**src/rtl/irq_pkg.sv**
```systemverilog
// Shared definitions for the interrupt controller: FSM encoding, vector defaults
// and the vector address helper.
package irq_pkg;

  localparam int          MAX_IRQ           = 8;
  localparam logic [15:0] DEF_VECTOR_BASE   = 16'h0002;
  localparam int          DEF_VECTOR_STRIDE = 2;

  typedef enum logic [1:0] {
    ST_IDLE    = 2'd0,
    ST_REQUEST = 2'd1,
    ST_SERVICE = 2'd2
  } state_e;

  // Vector of line id; the sum deliberately wraps modulo 2^16.
  function automatic logic [15:0] vector_addr(input logic [15:0] base, input int stride,
                                              input logic [2:0] id);
    logic [31:0] full;
    full = {16'h0000, base} + (32'(id) * 32'(stride));
    return full[15:0];
  endfunction

endpackage

```
**src/rtl/irq_pending.sv**
```systemverilog
// Rising-edge detection on the interrupt lines and the pending register.
// A new edge in the same cycle as a clear leaves the bit set.
module irq_pending
  import irq_pkg::*;
#(
  parameter int N_IRQ = 4
) (
  input  logic             i_clk,
  input  logic             i_reset,
  input  logic [N_IRQ-1:0] i_irq,
  input  logic             i_clr_en,
  input  logic [2:0]       i_clr_idx,
  output logic [N_IRQ-1:0] o_pending
);

  logic [N_IRQ-1:0] prev_q;
  logic [N_IRQ-1:0] pending_q;
  logic [N_IRQ-1:0] pending_d;
  logic [N_IRQ-1:0] clr_s;

  // Next pending value: clear the acknowledged line, then OR in fresh edges.
  always_comb begin
    clr_s = '0;
    for (int i = 0; i < N_IRQ; i++) begin
      clr_s[i] = i_clr_en && (i_clr_idx == 3'(i));
    end
    pending_d = (pending_q & ~clr_s) | (i_irq & ~prev_q);
  end

  // prev tracks the lines even in reset so a level held through reset is not an edge.
  always_ff @(posedge i_clk) begin
    prev_q <= i_irq;
    if (i_reset) begin
      pending_q <= '0;
    end else begin
      pending_q <= pending_d;
    end
  end

  assign o_pending = pending_q;

endmodule

```
**src/rtl/irq_controller.sv**
```systemverilog
// Interrupt controller: global enable flag, fixed lowest-index priority, vector
// generation and the req/ack handshake with the control unit.
module irq_controller
  import irq_pkg::*;
#(
  parameter int          N_IRQ         = 4,
  parameter logic [15:0] VECTOR_BASE   = DEF_VECTOR_BASE,
  parameter int          VECTOR_STRIDE = DEF_VECTOR_STRIDE
) (
  input  logic             i_clk,
  input  logic             i_reset,
  input  logic [N_IRQ-1:0] i_irq,
  input  logic [N_IRQ-1:0] i_mask,
  input  logic             i_sei,
  input  logic             i_cli,
  input  logic             i_reti,
  input  logic             i_ack,
  output logic             o_req,
  output logic [15:0]      o_vector,
  output logic [2:0]       o_irq_id,
  output logic             o_gie,
  output logic [N_IRQ-1:0] o_pending
);

  state_e           state_q, state_d;
  logic             req_q, req_d;
  logic [2:0]       id_q, id_d;
  logic [15:0]      vector_q, vector_d;
  logic             gie_q, gie_d;
  logic [N_IRQ-1:0] pending_s;
  logic [N_IRQ-1:0] cand_s;
  logic [2:0]       win_id_s;
  logic             win_valid_s;
  logic             id_mask_s;
  logic             ack_take_s;

  assign ack_take_s = i_ack && (state_q == ST_REQUEST);

  irq_pending #(.N_IRQ(N_IRQ)) u_pending (
    .i_clk     (i_clk),
    .i_reset   (i_reset),
    .i_irq     (i_irq),
    .i_clr_en  (ack_take_s),
    .i_clr_idx (id_q),
    .o_pending (pending_s)
  );

  // Lowest enabled pending line wins; also look up the mask of the frozen id.
  always_comb begin
    cand_s      = pending_s & i_mask;
    win_valid_s = |cand_s;
    win_id_s    = 3'd0;
    id_mask_s   = 1'b0;
    for (int i = N_IRQ - 1; i >= 0; i--) begin
      win_id_s = cand_s[i] ? 3'(i) : win_id_s;
    end
    for (int i = 0; i < N_IRQ; i++) begin
      id_mask_s = (id_q == 3'(i)) ? i_mask[i] : id_mask_s;
    end
  end

  // Clearing the flag takes precedence over setting it.
  always_comb begin
    if (i_cli || ack_take_s) begin
      gie_d = 1'b0;
    end else if (i_sei || i_reti) begin
      gie_d = 1'b1;
    end else begin
      gie_d = gie_q;
    end
  end

  // Handshake sequencing; id and vector only change on entry to REQUEST.
  always_comb begin
    state_d  = state_q;
    id_d     = id_q;
    vector_d = vector_q;
    case (state_q)
      ST_IDLE: begin
        if (gie_q && win_valid_s) begin
          state_d  = ST_REQUEST;
          id_d     = win_id_s;
          vector_d = vector_addr(VECTOR_BASE, VECTOR_STRIDE, win_id_s);
        end else begin
          state_d = ST_IDLE;
        end
      end
      ST_REQUEST: begin
        if (i_ack) begin
          state_d = ST_SERVICE;
        end else if (i_cli || !id_mask_s) begin
          state_d = ST_IDLE;
        end else begin
          state_d = ST_REQUEST;
        end
      end
      ST_SERVICE: begin
        if (i_reti || i_sei) begin
          state_d = ST_IDLE;
        end else begin
          state_d = ST_SERVICE;
        end
      end
      default: begin
        state_d = ST_IDLE;
      end
    endcase
    req_d = (state_d == ST_REQUEST);
  end

  // Controller state and registered outputs.
  always_ff @(posedge i_clk) begin
    if (i_reset) begin
      state_q  <= ST_IDLE;
      req_q    <= 1'b0;
      id_q     <= 3'd0;
      vector_q <= VECTOR_BASE;
      gie_q    <= 1'b0;
    end else begin
      state_q  <= state_d;
      req_q    <= req_d;
      id_q     <= id_d;
      vector_q <= vector_d;
      gie_q    <= gie_d;
    end
  end

  assign o_req     = req_q;
  assign o_vector  = vector_q;
  assign o_irq_id  = id_q;
  assign o_gie     = gie_q;
  assign o_pending = pending_s;

endmodule

```
**config.mk**
```make
export PLATFORM = sky130hd
export DESIGN_NAME = irq_controller
export DESIGN_NICKNAME = d
export VERILOG_FILES = /design/src/rtl/irq_pkg.sv /design/src/rtl/irq_pending.sv /design/src/rtl/irq_controller.sv
export SDC_FILE = /design/constraint.sdc
export NUM_CORES = 1
export LEC_CHECK = 0
export CORE_AREA = 3 3 49 51
export CTS_BUF_LIST = sky130_fd_sc_hd__clkbuf_4 sky130_fd_sc_hd__clkbuf_8
export CTS_CLUSTER_SIZE = 12
export DETAILED_ROUTE_END_ITERATION = 8
export DIE_AREA = 0 0 52 54
export PLACE_DENSITY_LB_ADDON = 0.08
export SETUP_SLACK_MARGIN = 0.15
export SLEW_MARGIN = 0
export SYNTH_ARGS = -nofsm -noshare
export SYNTH_HDL_FRONTEND = slang
export SYNTH_SLANG_ARGS = --single-unit
```
**constraint.sdc**
```tcl
create_clock -name i_clk -period 1.69 [get_ports i_clk]
set_clock_uncertainty 0.15 [all_clocks]
set_input_delay 0.338 -clock i_clk [delete_from_list [all_inputs] [get_ports i_clk]]
set_output_delay 0.338 -clock i_clk [all_outputs]
set_load 0.02 [all_outputs]
```
Word-level counts from Yosys, hierarchy flattened:

Index checks and enable logic that the tools add are counted.
W data, S select, Z words.

* flip-flop bits (word level): 31
* bits of input ports: 14

* $add $sub $neg: 1
* equal/unequal tests: 6
* multiplexer cells: 13
* bitwise gates (word level): 6
* reduce and logical (&&, ||, !) cells: 15

Operators with widths (number)
* $and A4 B4 Y4: 3
* $mux W2: 6
* $not A4 Y4: 2
* $eq A3 B2 Y1 const B: 2
* $logic_and A1 B1 Y1: 6
* $mux W1: 6
* $pmux W2 S3: 1
* $add A2 B3 Y4 const A: 1
* $eq A2 B1 Y1 const B: 2
* $or A4 B4 Y4: 1
* $reduce_or A4 Y1: 1
* $eq A3 B1 Y1 const B: 1
* $logic_not A3 Y1: 1
* $logic_or A1 B1 Y1: 3
* $eq A2 B2 Y1 const B: 1
* $logic_not A2 Y1: 1
* $reduce_and A2 Y1: 1
* $reduce_or A2 Y1: 1
* $logic_not A1 Y1: 1

Logic depth before layout (Yosys ltp):

Gate-level depths: netlist of the first run.

* depth in word-level cells: 11
* mapped depth: 6
* depth with buffers taken out: 6

Hierarchy:

Synthesis of the first run repeated with hierarchy kept, for this count alone.

* cell total of the unflattened synthesis: 81
* area total of the unflattened synthesis: 773.2 µm²

Modules (own cells, without submodules)
* irq_controller: times used 1, cells an instance 57, area an instance 524.3 µm², seq. area each 180.2 µm²
* irq_pending: times used 1, cells an instance 24, area an instance 249.0 µm², seq. area each 160.2 µm²

Worst setup path before layout of the first run:

No wires, ideal clock.

* kind: register to register
* start point: register u_pending.pending_q[2] (netlist: u_pending.o_pending[2])
* end point: register vector_q[2] (netlist: o_vector[2])
* data arrival time: 1.368 ns
* data required time: 1.412 ns
* setup slack: 0.044 ns
* cell stages (with the launch flop): 7
* period minus slack after synthesis: 1.646 ns
* cells stage by stage: dfxtp_1 nand2_1 a32o_1 a21boi_0 ha_1 mux2i_1 nor2_1

* word-level cells in the longest chain between the ends: 5
* elaborated cells between the ends (all ways): 8

Ends and longest elaborated chain
* from (decl): line irq_pending.sv:17 `logic [N_IRQ-1:0] pending_q;`
* from (signal assigned): line irq_pending.sv:36 `pending_q <= pending_d;`
* $and A4 B4 Y4: line irq_controller.sv:50 `cand_s = pending_s & i_mask;`
* $mux W2 (3 in a row): line irq_controller.sv:55 `win_id_s = cand_s[i] ? 3'(i) : win_id_s;`
* net win_id_s[0]: line irq_controller.sv:32 `logic [2:0] win_id_s;`
* $add A2 B3 Y4: line irq_pkg.sv:19 `full = {16'h0000, base} + (32'(id) * 32'(stride));`
* to (signal assigned): line irq_controller.sv:123 `vector_q <= vector_d;`
* to (decl): line irq_controller.sv:28 `logic [15:0] vector_q, vector_d;`

The timed path passes the listed nets, and every way through them passes these cells.
A chain may end at the register's enable or synchronous reset.

Final worst setup path of the first run:

* start point: input port i_mask[0]
* end point: register vector_q[2] (netlist: o_vector[2])

* elaborated cells between the ends (all ways): 6

RTL lines
* from (decl): line irq_controller.sv:13 `input logic [N_IRQ-1:0] i_mask,`
* $and A4 B4 Y4: line irq_controller.sv:50
* $mux W2: line irq_controller.sv:55
* net win_id_s[1]: line irq_controller.sv:32
* $add A2 B3 Y4: line irq_pkg.sv:19

The timed path passes the listed nets, and every way through them passes these cells.

==> impl_metrics.json, run 1 <==
{
  "insertion_delay_ns": 0.28,
  "cts_buffer_depth": 2,
  "holdPathStages": 2,
  "syn2layout_area_growth_pct": 33.7,
  "finalCritPeriodShare": 0.930,
  "portBuffers": 24,
  "gp_congestion": 0.736,
  "status": "finished, final reports clean",
  "clock-sinks": 17,
  "drive_gt1_frac": 0.193,
  "crit_type": "input port to register",
  "grt_pass1_vias": 614,
  "crit_arrival_ns": 1.59,
  "crit_fanout": 3,
  "met2_usage": 0.190,
  "hold_start": "u_pending.prev_q[0]",
  "ys.flop_type": "dfxtp_1",
  "timing.final.ws_setup_ns": 0.119,
  "synth_cells": 78,
  "seq_area_frac_synth": 0.439,
  "synth_warnings": 0,
  "place_ws_ns": -0.387,
  "holdPathEnd": "u_pending.o_pending[0]",
  "dr.pass1.iters": 4,
  "tritoncts.num_buffers": 3,
  "min_period_ns": 1.57,
  "drt-initial-drc-count": 16,
  "synth.distinct_cells": 30,
  "comb_power_share": 0.186,
  "hold_class": "register to register",
  "route.detailed.drc": 0,
  "cts_htree_levels": 1,
  "worstRegToRegCells": 5,
  "start_util": 0.391,
  "reg2reg_to": "o_vector[2]",
  "p_leak_nw": 0.448,
  "clock.fmax_ghz": 0.636,
  "fin_nets": 125,
  "grt_usage": 0.127,
  "grt.busiest_layer": "met2",
  "r2r_start": "u_pending.o_pending[3]",
  "ys_ff_latch": 17,
  "io_pins": 39,
  "path_clk_slew_ns": 0.10,
  "met3_usage": 0.0332,
  "slew_violations": 0,
  "vias": 650,
  "insertedDiodeCount": 0,
  "dp_hpwl_um": 1330,
  "die-area_mm2": 0.00281,
  "p_clk_frac": 0.269,
  "p_switching_mw": 0.219,
  "swShare": 0.278,
  "grt_pass1_wl_um": 2650,
  "grt_max_degree": 11,
  "power_mw": 0.788,
  "cts_tree": "done",
  "p_seq_frac": 0.545,
  "final_cell_area_mm2": 0.00104,
  "die_height_um": 54,
  "antenna_left": 0,
  "post_cts_buffers": 0,
  "async_flop_share": 0,
  "synth-edff-count": 0,
  "dpl-instance-area_mm2": 0.00103,
  "viasPerCell": 4.78,
  "rsz0062_at_grt": "true",
  "power.density_mw_per_mm2": 760,
  "postCtsHoldBufs": 0,
  "wire_per_inst_um": 12.4,
  "peakVddDrop_mv": 0.367,
  "gr-usage-met1": 0.164,
  "synth_area_um2": 776,
  "overflow": 0,
  "routed_wl_um": 1680,
  "setup_violations": 0,
  "core_mm2": 0.00198,
  "start_kind": "input port",
  "r2r_slack_ns": 0.17,
  "antenna_found_initial": 0,
  "critPathRequiredTime_ns": 1.71,
  "maxCapViolCount": 0,
  "root_buffer": "clkbuf_4",
  "rows": 16,
  "timing.final.hold_violations": 0,
  "end_kind": "register",
  "syn_avg_cell_area_um2": 9.95,
  "dieWidth_um": 52,
  "internal-power_mw": 0.569
}
## stage by stage
stage	util	TNS [ns]	std cells	hold WS (ns)
final	0.523	0	136	0.338
after global routing	0.523	0	136	0.349
after CTS	0.528	0	136	0.348
after detailed placement	0.520	-1.05	132	0.324
after global placement	0.520	-0.859	132	0.315
after floorplan	-	0	91	0.216
## cell usage after synthesis, types with 2 or more instances
master / number / share of area
dfxtp_1: 17 / 0.44
buf_4: 14 / 0.14
a21oi_1: 7 / 0.045
nand2b_1: 5 / 0.040
nor2_1: 4 / 0.019
o21ai_0: 3 / 0.019
a22o_1: 2 / 0.023
mux2i_1: 2 / 0.026
nand2_1: 2 / 0.0097
o31ai_1: 2 / 0.019
## area by class of cell
cell class	count	area [um^2]
Fill cell	189	945
Multi-Input combinational cell	58	375
Clock inverter	1	5.00
Timing Repair Buffer	29	251
Inverter	1	3.75
Sequential cell	17	345
Tap cell	27	33.8
Clock buffer	3	22.5
## how the worst max path moves through the flow
| stage | from | end | slack (ns) |
|---|---|---|---|
| 3_5_place_dp | i_mask[2] | o_vector[2] | -0.39 |
| 6_report | i_mask[0] | o_vector[2] | 0.12 |
| 3_3_place_gp | i_mask[2] | o_vector[2] | -0.32 |
| 4_1_cts | o_irq_id[0] | o_irq_id[0] | 0.08 |
| 5_1_grt | i_mask[0] | o_vector[2] | 0.08 |
| 2_1_floorplan | u_pending.o_pending[2] | o_vector[2] | 0.16 |
## power by group through the flow
stage          combinational (mW)  sequential (mW)  clock (mW)
2_1_floorplan              0.0938            0.449           0
3_3_place_gp                0.153            0.439           0
3_5_place_dp                0.155            0.438           0
4_1_cts                     0.147            0.429       0.224
5_1_grt                     0.159            0.432       0.254
6_report                    0.146            0.430       0.212
## metal layers
metal | vias to the layer above | wire, um
li1 | 315 | -
met1 | 306 | 768
met2 | 27 | 781
met3 | 2 | 125
met4 | 0 | 9
met5 | - | 0
## sequential cells by signal, indices dropped and copies added (netlist names)
register,cells
o_gie,1
o_irq_id,2
o_req,1
o_vector,3
state_q,2
u_pending.o_pending,4
u_pending.prev_q,4
## logic make-up after synthesis
group / count (synthesis) / share of synthesized area
adders and majority gates: 1 / 0.0161
muxes: 3 / 0.0548
DFF: 17 / 0.439
buffers and inverters: 16 / 0.145
and+or+nand+nor: 20 / 0.160
other: 1 / 0.00483
AOI/OAI and AO/OA: 20 / 0.181
## worst max-delay path, stage by stage
cell	delay (ns)
clkdlybuf4s50_1	0.43
a22o_1	0.23
nor2b_1	0.14
ha_2	0.28
mux2i_1	0.12
nor2_1	0.05
## timing repair
action | in CTS | in global routing
setup endpoints to repair | 13 | 6
pin swaps | 1 | 0
endpoints found under the hold margin | 0 | 0
resized for setup | 20 | 6
## placed cells by master (no fill, tap or decap), types with 2 or more instances in the layout
master           Yosys  routed
conb_1               1      14
a22o_1               2       2
clkbuf_4             0       3
clkdlybuf4s50_1      0      10
o31ai_1              2       2
dfxtp_1             17      15
dlygate4sd2_1        0      10
nor2_1               4       4
a21oi_1              7       7
clkbuf_2             0       3
o21ai_0              3       3
mux2i_1              2       2
nand2_1              2       2
nand2b_1             5       5
buf_4               14       5
Power figures use the tool's default switching activity.
==> run 2, diff against run 1 <==
--- a/config.mk
+++ b/config.mk
@@ -12,7 +12,7 @@
 export DIE_AREA = 0 0 52 54
 export PLACE_DENSITY_LB_ADDON = 0.08
 export SETUP_SLACK_MARGIN = 0.15
-export SLEW_MARGIN = 0
+export SLEW_MARGIN = 25
 export SYNTH_ARGS = -nofsm -noshare
 export SYNTH_HDL_FRONTEND = slang
 export SYNTH_SLANG_ARGS = --single-unit
==> results of run 2 <==
Same layout as run 1: the final DEF is identical, and so are final timing and power.
==> RTL change 1 (config.mk and constraints of run 1) <==
`N_IRQ` is set to 4 in 2 places; all go to 5.
--- a/src/rtl/irq_pending.sv
+++ b/src/rtl/irq_pending.sv
@@ -3,7 +3,7 @@
 module irq_pending
   import irq_pkg::*;
 #(
-  parameter int N_IRQ = 4
+  parameter int N_IRQ = 5
 ) (
   input  logic             i_clk,
   input  logic             i_reset,
--- a/src/rtl/irq_controller.sv
+++ b/src/rtl/irq_controller.sv
@@ -3,7 +3,7 @@
 module irq_controller
   import irq_pkg::*;
 #(
-  parameter int          N_IRQ         = 4,
+  parameter int          N_IRQ         = 5,
   parameter logic [15:0] VECTOR_BASE   = DEF_VECTOR_BASE,
   parameter int          VECTOR_STRIDE = DEF_VECTOR_STRIDE
 ) (
Ports: changed (resized i_irq, i_mask and o_pending); port bits go from 39 to 42. The function was not compared with the original's and may differ.
==> RTL change 1 against run 1 <==
Synthesized area up 21%; power up 27%; final area up 34%; largest cell class unchanged; largest power group unchanged; worst setup slack worse by 0.0048 ns; fmax down 0.30%; routed wire length up 38%; hold slack worse by 0.016 ns; non-clock buffer count up 16; sequential cell count up 4.
==> RTL change 1: results (changes against run 1) <==
INFO  metric status = complete, no violations
INFO  metric ys_top_cells_by_count = sky130_fd_sc_hd__dfxtp_1, sky130_fd_sc_hd__buf_4, sky130_fd_sc_hd__a21oi_1
INFO  metric fillers = 165 (-13%)
INFO  metric power.switching_fraction = 27.94% (+0.16 points)
INFO  metric hpwl = 1749 um (+32%)
INFO  metric static_leakage_power = 0.5744 nW (+28%)
INFO  metric dpl-instance-area = 1326 um2 (+29%)
INFO  metric layout.area.seq = 432.9 um2 (+25%)
INFO  metric synthesized_area_per_cell = 9.111 um2 (-8.4%)
INFO  metric fraction_of_area_in_multi_input_gates = 35.89% (-0.30 points)
INFO  metric power.ir.vdd_worst = 0.4636 mV (+26%)
INFO  metric clkCellAreaFrac = 2.164% (-0.49 points)
INFO  metric synth_top_cells_by_area = sky130_fd_sc_hd__dfxtp_1, sky130_fd_sc_hd__buf_4, sky130_fd_sc_hd__a21oi_1
INFO  metric crit_path_max_fanout = 4 (+1)
INFO  metric post-place-ws = -0.4001 ns (-0.01264 ns)
INFO  metric nonClockBufferCount = 45 (+55%)
INFO  metric route.detailed.vias_per_inst = 5.263 (+10%)
INFO  metric post_synth_num_cell_types = 33 (+10%)
INFO  metric seq_area_frac_synth = 44.80% (+0.93 points)
INFO  metric whs = 0.3218 ns (-0.01625 ns)
INFO  metric synthesized_area_fraction_occupied_by_ao_oa_aoi_and_oai_cells = 19.47% (+1.4 points)
INFO  metric first_pass_grt_wire_length = 3857 um (+46%)
INFO  metric finalWeightedCongestion = 0.7797 (+6.0%)
INFO  metric worst_setup_hold_path_clk_slew = 0.12 ns (+0.02 ns)
INFO  metric worst_path_max_delay_cell = sky130_fd_sc_hd__dfxtp_4
INFO  metric timing.critical_path.arrival = 1.67 ns (+0.08 ns)
INFO  metric placedCellCount = 168 (+27%)
INFO  metric detailedRoute.firstIterationViolations = 26 (+10)
INFO  metric via_count = 921 (+42%)
INFO  metric via_count_of_the_first_global_routing_pass = 902 (+47%)
INFO  metric worst_path_largest_cell_delay = 0.38 ns (-0.05 ns)
INFO  metric final_layout_size_suffix_gt1_share = 27.70% (+8.4 points)
INFO  metric layout-area-overhead-vs-synth = 47.87%
INFO  metric setup_slack = 0.1140 ns (-0.004750 ns)
INFO  metric yosys.area_share.adder = 1.333% (-0.28 points)
INFO  metric numPortBuffers = 29 (+21%)
RTL change 1: cell count changes after synthesis, moves of 3 or more:
cell and delta:
sky130_fd_sc_hd__dfxtp_1 +4, sky130_fd_sc_hd__nor3_1 +3, sky130_fd_sc_hd__a21oi_1 +4, sky130_fd_sc_hd__a22oi_1 +3, sky130_fd_sc_hd__nand2_1 +5
RTL change 1: critical path, delay by kind of cell, from the launching register on:
kind	cells	cell delay (ns)
DFF	1	0.38
and+or+nand+nor	1	0.07
AOI/OAI and AO/OA	4	0.73
adders and majority gates	1	0.19
RTL change 1: worst paths after layout:
path,from,to,cells past startpoint
max,u_pending.o_pending[2]$_SDFF_PP0_,o_vector[3]$_SDFFE_PP0N_,6
min reg2reg,o_vector[2]$_SDFFE_PP0N_,o_vector[2]$_SDFFE_PP0N_,2
max reg2reg,u_pending.o_pending[2]$_SDFF_PP0_,o_vector[3]$_SDFFE_PP0N_,6
min,o_vector[2]$_SDFFE_PP0N_,o_vector[2]$_SDFFE_PP0N_,2
RTL change 1: layer usage:
layer | GRT usage [%] | share of wire [%] | up-vias
met1 | 21.07 | 41 | 428
met2 | 33.47 | 49 | 44
met4 | 6.987 | 1.6 | 0
met5 | 0 | 0 | -
li1 | - | - | 444
met3 | 4.986 | 8.4 | 5
RTL change 1: repair_timing:
item,CTS,global route
resized for setup,24,11
pin swaps,2,1
gates cloned,0,0
buffers inserted,3,0
setup endpoints to repair,19,13
endpoints found under the hold margin,0,0
RTL change 1: power by group through the flow:
stage	Sequential (W)	Combinational (W)	Clock [W]
final	0.000531	0.000212	0.000261
after global routing	0.000534	0.000228	0.000291
after CTS	0.000530	0.000206	0.000268
after detailed placement	0.000542	0.000208	0
after global placement	0.000541	0.000204	0
after floorplan	0.000557	0.000105	0
==> RTL change 2 (settings of run 1) <==
Made on the original files. Re-encode `state_e` (3 states) as one-hot, 3 bits wide.
--- a/src/rtl/irq_pkg.sv
+++ b/src/rtl/irq_pkg.sv
@@ -6,10 +6,10 @@
   localparam logic [15:0] DEF_VECTOR_BASE   = 16'h0002;
   localparam int          DEF_VECTOR_STRIDE = 2;
 
-  typedef enum logic [1:0] {
-    ST_IDLE    = 2'd0,
-    ST_REQUEST = 2'd1,
-    ST_SERVICE = 2'd2
+  typedef enum logic [2:0] {
+    ST_IDLE    = 3'b001,
+    ST_REQUEST = 3'b010,
+    ST_SERVICE = 3'b100
   } state_e;
 
   // Vector of line id; the sum deliberately wraps modulo 2^16.
Function: same outputs for any inputs over 10 cycles, from zero or initial values and one cycle with i_reset high; not proved beyond that.
==> RTL change 2 against run 1 <==
Combinational power up 12%; count of clock-buffer cells in the layout up 1; die area unchanged; global-route usage up 3.3 points; first-iteration DRC count down 38%; worst setup slack worse by 0.013 ns; sequential cell count up 1; routed wire length up 20%; synthesized area up 13%; final area up 22%; power up 7.6%.
==> RTL change 2: results (changes against run 1) <==
INFO  metric gr-usage-all-layers = 15.97% (+3.3 points)
INFO  metric fillers = 179 (-5.3%)
INFO  metric wire_length_per_cell_after_detailed_routing = 12.46 um (+0.65%)
INFO  metric static_leakage_power = 0.5847 nW (+31%)
INFO  metric final_layout_size_suffix_gt1_share = 26.67% (+7.4 points)
INFO  metric worst_r2r_path_depth = 3 (-2)
INFO  metric min_path_cells = 2 (unchanged)
INFO  metric synthesis.yosys.warnings = 0 (unchanged)
INFO  metric status = complete, no violations
INFO  metric crit_path_max_fanout = 4 (+1)
INFO  metric synth_top_cells_by_area = sky130_fd_sc_hd__dfxtp_1, sky130_fd_sc_hd__buf_4, sky130_fd_sc_hd__mux2i_1
INFO  metric power_report.internal_total = 0.0006210 W (+9.1%)
INFO  metric clk-insertion-delay-late = 0.28 ns (about the same)
INFO  metric comb_power = 0.000163 W (+12%)
INFO  metric timing.critical_path.arrival = 1.62 ns (+0.03 ns)
INFO  metric worst_path_max_delay_cell = sky130_fd_sc_hd__or4_4
INFO  metric period_utilization_post_route = 93.77% (+0.79 points)
INFO  metric grt_antenna_before_repair = 0 (unchanged)
INFO  metric ys_top_cells_by_count = sky130_fd_sc_hd__dfxtp_1, sky130_fd_sc_hd__buf_4, sky130_fd_sc_hd__nor2_1
INFO  metric nets = 151 (+21%)
INFO  metric asyncSetResetFlopFracSynth = 0% (unchanged)
INFO  metric ff2ff_setup_slack = 0.11 ns (-0.06 ns)
INFO  metric critical_path.endpoint = state_q[1]$_SDFF_PP0_
INFO  metric post_synth_num_cell_types = 31 (+3.3%)
INFO  metric seq_area_frac_synth = 41.03% (-2.8 points)
INFO  metric timing.hold.worst.start = u_pending.prev_q[0]$_DFF_P_
INFO  metric grt_start_max_net_pins = 13 (+2)
INFO  metric post_cts_hold_buffer_count = 0 (unchanged)
INFO  metric route.detailed.vias_per_inst = 4.852 (+1.5%)
INFO  metric worst_path_dominant_cell_family = simple AND/OR/NAND/NOR gates
INFO  metric worstHoldPathType = flop to flop
INFO  metric synthesized_area_per_cell = 9.445 um2 (-5.0%)
INFO  metric reported_net_switching_power = 0.0002273 W (+3.8%)
INFO  metric cp-startpoint = state_q[1]$_SDFF_PP0_
INFO  metric detailedRoute.firstIterationViolations = 10 (-6)
INFO  metric hpwl = 1546 um (+17%)
INFO  metric worst_path_largest_cell_delay = 0.50 ns (+0.07 ns)
INFO  metric power_frac_clock = 27.4% (+0.5 points)
INFO  metric post-place-ws = -0.3881 ns (-0.0006020 ns)
INFO  metric first_pass_grt_wire_length = 3353 um (+27%)
INFO  metric power.ir.vdd_worst = 0.5273 mV (+44%)
INFO  metric min_to = u_pending.o_pending[0]$_SDFF_PP0_
INFO  metric layoutNonFillerInstCount = 162 (+19%)
INFO  metric cts_root_buf = sky130_fd_sc_hd__clkbuf_4
INFO  metric htree_num_levels = 1 (unchanged)
INFO  metric via_count_of_the_first_global_routing_pass = 762 (+24%)
INFO  metric finalWeightedCongestion = 0.8021 (+9.1%)
-- RTL change 2: cell type report --
| type | count | area, um2 | share of cell area, % |
|---|---|---|---|
| well taps | 27 | 33.78 | 2.679 |
| repair buffers | 42 | 355.3 | 28.17 |
| clock buffers | 4 | 30.03 | 2.381 |
| flip-flops and latches | 18 | 379.1 | 30.06 |
| multi-input cells | 71 | 462.9 | 36.71 |
-- RTL change 2: routing by layer --
metal  up-vias  global-route usage [%]  part of all wire (%)
li1        395                       -                     -
met1       359                   21.17                    46
met2        28                   25.52                    47
met3         4                   3.601                   6.2
met4         0                   5.240                   1.3
met5         -                       0                     0
-- RTL change 2: logic make-up (layout without fill, tap and decap cells) --
group	Yosys count	in the layout	synth area share [%]
AO/OA/AOI/OAI	22	22	18.80
adder cells (fa/ha/maj)	1	1	1.424
buffers and inverters	17	46	13.25
flip-flops	18	18	41.03
multiplexers	5	5	5.698
other	1	14	0.4269
AND/OR/NAND/NOR	29	29	19.37
-- RTL change 2: metrics by stage --
| stage | cell area [um2] | util, % | hold slack (ns) |
|---|---|---|---|
| after floorplan | 945.9 | - | 0.2157 |
| after global placement | 1176 | 59.34 | 0.3167 |
| after detailed placement | 1176 | 59.34 | 0.3175 |
| after CTS | 1222 | 61.68 | 0.3292 |
| after global routing | 1261 | 63.64 | 0.3603 |
| final | 1261 | 63.64 | 0.3335 |
-- RTL change 2: repair_timing --
| action | CTS | global route |
|---|---|---|
| resized for setup | 24 | 6 |
| setup endpoints to repair | 19 | 11 |
| pin swaps | 6 | 2 |
| setup buffers | 3 | 4 |
| cloned | 0 | 0 |
